### config.mk
export PLATFORM = sky130hd
export DESIGN_NAME = if_id_stage
export DESIGN_NICKNAME = d
export VERILOG_FILES = /design/src/rtl/if_id_stage.sv
export SDC_FILE = /design/constraint.sdc
export NUM_CORES = 1
export LEC_CHECK = 0
export ABC_AREA = 1
export CAP_MARGIN = 10
export CORE_MARGIN = 2
export CORE_UTILIZATION = 44
export DETAILED_ROUTE_END_ITERATION = 10
export PLACE_DENSITY = 0.92
export SYNTH_ARGS = -nofsm -noshare
export SYNTH_HDL_FRONTEND = slang
export SYNTH_SLANG_ARGS = --single-unit
### constraint.sdc
create_clock -name clk_i -period 1.7 [get_ports clk_i]
set_clock_uncertainty 0.05 [all_clocks]
set_input_delay 0.17 -clock clk_i [delete_from_list [all_inputs] [get_ports clk_i]]
set_output_delay 0.17 -clock clk_i [all_outputs]
set_load 0.005 [all_outputs]
### src/rtl/if_id_stage.sv
// IF stage PC register and IF/ID pipeline register with stall, flush and branch redirect.
// Optional stall/flush event counters are built only when IF_ID_PERF_EN is defined.
module if_id_stage (
  input  logic        clk_i,
  input  logic        rst_i,
  input  logic        stall_i,
  input  logic        flush_i,
  input  logic        branch_i,
  input  logic [31:0] branch_addr_i,
  input  logic [31:0] imem_data_i,
  output logic [31:0] pc_o,
  output logic [31:0] if_id_pc4_o,
  output logic [31:0] if_id_instr_o,
  output logic        if_id_valid_o
`ifdef IF_ID_PERF_EN
  ,
  output logic [31:0] stall_cnt_o,
  output logic [31:0] flush_cnt_o
`endif
);

  logic [31:0] pc_q, pc_d;
  logic [31:0] pc4_q, pc4_d;
  logic [31:0] instr_q, instr_d;
  logic        valid_q, valid_d;
  logic [31:0] pc_plus4;

  assign pc_plus4 = pc_q + 32'd4;

  // Stall freezes everything, which also discards any branch/flush seen this cycle.
  always_comb begin
    pc_d    = pc_q;
    pc4_d   = pc4_q;
    instr_d = instr_q;
    valid_d = valid_q;
    if (!stall_i) begin
      pc_d  = branch_i ? {branch_addr_i[31:2], 2'b00} : pc_plus4;
      pc4_d = pc_plus4;
      if (flush_i) begin
        instr_d = 32'h0000_0000;
        valid_d = 1'b0;
      end else begin
        instr_d = imem_data_i;
        valid_d = 1'b1;
      end
    end
  end

  always_ff @(posedge clk_i) begin
    if (!rst_i) begin
      pc_q    <= 32'h0000_0000;
      pc4_q   <= 32'h0000_0000;
      instr_q <= 32'h0000_0000;
      valid_q <= 1'b0;
    end else begin
      pc_q    <= pc_d;
      pc4_q   <= pc4_d;
      instr_q <= instr_d;
      valid_q <= valid_d;
    end
  end

  assign pc_o          = pc_q;
  assign if_id_pc4_o   = pc4_q;
  assign if_id_instr_o = instr_q;
  assign if_id_valid_o = valid_q;

`ifdef IF_ID_PERF_EN
  logic [31:0] stall_cnt_q, stall_cnt_d;
  logic [31:0] flush_cnt_q, flush_cnt_d;

  // Counters saturate rather than wrap so a long run never reads as a small count.
  always_comb begin
    stall_cnt_d = stall_cnt_q;
    flush_cnt_d = flush_cnt_q;
    if (stall_i && (stall_cnt_q != 32'hFFFF_FFFF)) begin
      stall_cnt_d = stall_cnt_q + 32'd1;
    end
    if (flush_i && !stall_i && (flush_cnt_q != 32'hFFFF_FFFF)) begin
      flush_cnt_d = flush_cnt_q + 32'd1;
    end
  end

  always_ff @(posedge clk_i) begin
    if (!rst_i) begin
      stall_cnt_q <= 32'h0000_0000;
      flush_cnt_q <= 32'h0000_0000;
    end else begin
      stall_cnt_q <= stall_cnt_d;
      flush_cnt_q <= flush_cnt_d;
    end
  end

  assign stall_cnt_o = stall_cnt_q;
  assign flush_cnt_o = flush_cnt_q;
`endif

endmodule
Word level (Yosys, flattened, before mapping). Index checks and enable logic that the tools add are counted.

Bits in registers: 97. Bits in latches: 0. Bits in writable memories: 0. Memory bits (read-only): 0. Bits of input ports: 69. Output and inout port bits: 97. Word-level logic and storage cells: 8. Memories: 0.

Add/subtract/negate cells: 1. $mul: 0. Divide/modulo/power cells: 0. Order comparisons: 0. Equal/unequal tests: 0. Shift operators: 0. Mux-type cells: 3. Bitwise logic cells: 0. Reduce and logical (&&, ||, !) cells: 0.

Operators with widths (number): $mux 32 (2); $add 32x3->32 const B (1); $mux 1 (1).

Logic depth before layout (Yosys ltp).
Word-level depth: 2. Gate-level depth with buffers: 10.

Worst setup path after synthesis. OpenSTA, ideal clock, no wires.

Path kind: register -> register. Start point: reg pc_q[2] (netlist: pc_o[2]). End point: reg pc4_q[24] (netlist: if_id_pc4_o[24]). Library setup time: 115 ps. Data arrival time: 1351 ps. Data required time: 1535 ps. Path slack: 184 ps. Cell stages (with the launch flop): 11. Buffers on the path: 0. Cell sequence: dfxtp_1 > ha_1 > nand2_1 > nor2_4 > nand2_1 > nor2_2 > nand2_1 > nand2_1 > nand2_1 > o21ai_0 > inv_1.

Cells in the longest elaborated chain, start to end: 1.

RTL lines: start, declared (RTL line 22) `logic [31:0] pc_q, pc_d;`; start signal, assigned (RTL line 56) `pc_q <= pc_d;`; $add 32x3->32 (RTL line 28) `assign pc_plus4 = pc_q + 32'd4;`; end signal, assigned (RTL line 57) `pc4_q <= pc4_d;`; end, declared (RTL line 23) `logic [31:0] pc4_q, pc4_d;`.

Every way passes these cells. A chain may end at the register's enable or synchronous reset.

Final worst setup path.
Start point: reg pc_q[13] (netlist: pc_o[13]). End point: out pc_o[13].

RTL lines: end, declared (RTL line 11) `output logic [31:0] pc_o,`.

No word-level cell between the ends.

==> results.py <==
metrics = {
    "logic_synthesis": {
        "synth_area_leader_cell": "dfxtp_1",
        "synth.distinct_cells": 25,
        "synth-edff-count": 0,
        "synth_seq_cells": 93,
        "syn-cell-area_um2": 4410,
        "yosysWarnings": 0,
        "synth_common_cells": "nand2_1 (184), dfxtp_1 (93), nor2_1 (84), a21oi_1 (82), inv_1 (58)",
        "synth_ff_type": "dfxtp_1",
        "synthCells": 655,
        "async_reset_ff_share_pct": 0,
        "synth_most_common_cell": "nand2_1",
        "netlist_top_cells_area": "dfxtp_1 (42%), nand2_1 (16%), a21oi_1 (9.3%)",
        "seq_area_frac_synth_pct": 42.2,
        "synth_top_area_share_pct": 42.2,
        "postSynthAreaPerCell_um2": 6.73,
    },
    "routing": {
        "ant_nets": 0,
        "wl_per_cell_um": 13.8,
        "drt-initial-drc-count": 262,
        "viasPerCell": 5.01,
        "dr_total_vias": 4762,
        "first_pass_iters": 5,
        "wl_um": 13100,
        "drc": 0,
    },
    "worst_setup_path": {
        "cp.required_ns": 1.48,
        "worst_setup_path_end_kind": "output pin",
        "path_max_fanout": 3,
        "worstPathCellList": "buf_4, clkdlybuf4s50_1",
        "worstPathArrival_ns": 1.41,
        "critPathSlowestCell": "clkdlybuf4s50_1",
        "critPathKind": "reg2out",
        "cp-start-kind": "register",
        "max_stage_delay_ns": 0.55,
    },
    "placed_design": {
        "gp_congestion": 0.910,
        "io_buffers": 159,
        "dpl_cell_area_um2": 6200,
        "dp_hpwl_um": 9440,
    },
    "sta": {
        "max_freq_ghz": 0.612,
        "fin_setup_tns_ns": 0,
        "hold_violations": 0,
        "whs_ns": 0.278,
        "fin_crit_sh_pct": 96.1,
        "finalCriticalPeriod_ns": 1.63,
        "setup_viol": 0,
        "rsz0062_at_grt": "false",
        "slew_viol_final": 0,
    },
    "floorplan": {
        "start_util_pct": 45.3,
        "core_region_area_um2": 9730,
        "die_area_um2": 10800,
        "die_w_um": 104,
        "core.rowCount": 36,
        "die_h_um": 104,
        "ioPinCount": 166,
    },
    "cells_and_area": {
        "multi_input_area_um2": 2200,
        "n_antenna_cell": 0,
        "fill_cells": 833,
        "fin_nets": 883,
        "utilization_pct": 66.4,
        "final-seq-area_um2": 1880,
        "area_growth_pct": 46.5,
        "drive_gt1_share_pct": 9.54,
        "fin_area_um2": 6460,
    },
    "grt": {
        "overflow": 0,
        "grt_pass1_vias": 4253,
        "track_usage_pct": 23.3,
        "grt_antenna_before_repair": 0,
        "grt_max_degree": 66,
        "grt_first_pass_wirelength_um": 20800,
    },
    "clock_network": {
        "cts_max_level": 3,
        "cts_hold_buf": 0,
        "cts_made_buffers": 9,
        "clock_latency_ns": 0.36,
        "cts_root_buf": "clkbuf_8",
        "tritoncts": "built",
        "cts.path.max_buffers": 2,
        "clock-sinks": 93,
        "path_clk_slew_ns": 0.11,
    },
    "outcome": {
        "status": "complete, no violations",
    },
    "power_and_ir_drop": {
        "cellLeakagePower_nw": 2.71,
        "power.density_nw_per_um2": 734,
        "peakVddDrop_v": 0.000418,
    },
    "worst_hold_path": {
        "hp-class": "in2reg",
    },
    "flow_run": {
        "drv_cap": 0,
    },
}
[cell usage in the layout, fill, tap and decap left out, types with 5 or more instances in the layout]
cell type        count
dfxtp_1             82
nor2_4              10
xor2_1              14
dfxtp_2             11
nand3_1             11
nor2_2               5
buf_4               22
a21oi_1             82
clkdlybuf4s50_1    158
nand2_1            181
nor2_1              81
nand3b_1             7
o21ai_0             52
clkbuf_8             9
inv_1               56
[timing repair]
| action | in CTS | in global routing |
|---|---|---|
| resized for setup | 0 | 25 |
| buffers inserted | 0 | 2 |
| endpoints found under the setup margin | 0 | 18 |
[power by group]
part           switching [W]  total [W]  internal [W]  leakage, nW
Sequential          0.000108    0.00242       0.00231        0.770
Combinational       0.000398   0.000908      0.000510         1.85
Clock               0.000861    0.00141      0.000552       0.0853
Total                0.00137    0.00474       0.00337         2.71
[final timing paths]
path                           from           endpoint  slack, ns  depth (start not counted)
setup / recovery           pc_o[13]           pc_o[13]       0.07                          2
hold / removal              stall_i  if_id_instr_o[12]       0.28                          4
setup reg to reg            pc_o[3]    if_id_pc4_o[19]       0.10                         10
hold reg to reg   if_id_instr_o[26]  if_id_instr_o[26]       0.42                          2
[layout make-up]
class                   count  area share (%)
clock buffers               9            1.92
multi-input cells         466            34.1
flip-flops and latches     93            29.0
well taps                 133            2.58
inverters                  59            3.43
repair buffers            184            28.1
clock inverters             7           0.911
[flip-flops by register name, indices dropped and copies added (netlist names)]
name and flops:
if_id_valid_o 1, pc_o 30, if_id_pc4_o 30, if_id_instr_o 32
[cell families (layout without fill, tap and decap cells)]
family,Yosys count,after routing,share of synthesized area [%]
buf+inv,99,259,9.11
other cells,1,4,0.0851
flops,93,93,42.2
fa+ha+maj,1,1,0.284
compound gates,143,143,16.5
xor+xnor,15,15,2.98
simple gates,303,303,28.8
[worst max-delay path: cells and delay by family (launching register included)]
kind     cells  cell delay [ns]
buf+inv      2             0.69
flops        1             0.38
[stage by stage]
step | power [W] | setup WS, ns | instances
global route | 0.00495 | 0.00749 | 951
finish | 0.00474 | 0.0662 | 951
global placement | 0.00333 | 0.0808 | 933
floorplan | 0.00281 | 0.184 | 658
CTS | 0.00473 | 0.0370 | 949
detailed placement | 0.00336 | 0.0518 | 933
[per-layer routing]
layer  vias to the layer above  wire (µm)  track usage, %  share of wire [%]
met5                         -          0               0                  0
met4                         0        346            8.88                2.6
met3                        26        937            4.89                7.2
met2                       184       6510            38.8                 50
met1                      2184       5300            29.7                 40
li1                       2368          -               -                  -
Note: power is estimated with default switching activity, not from simulation.
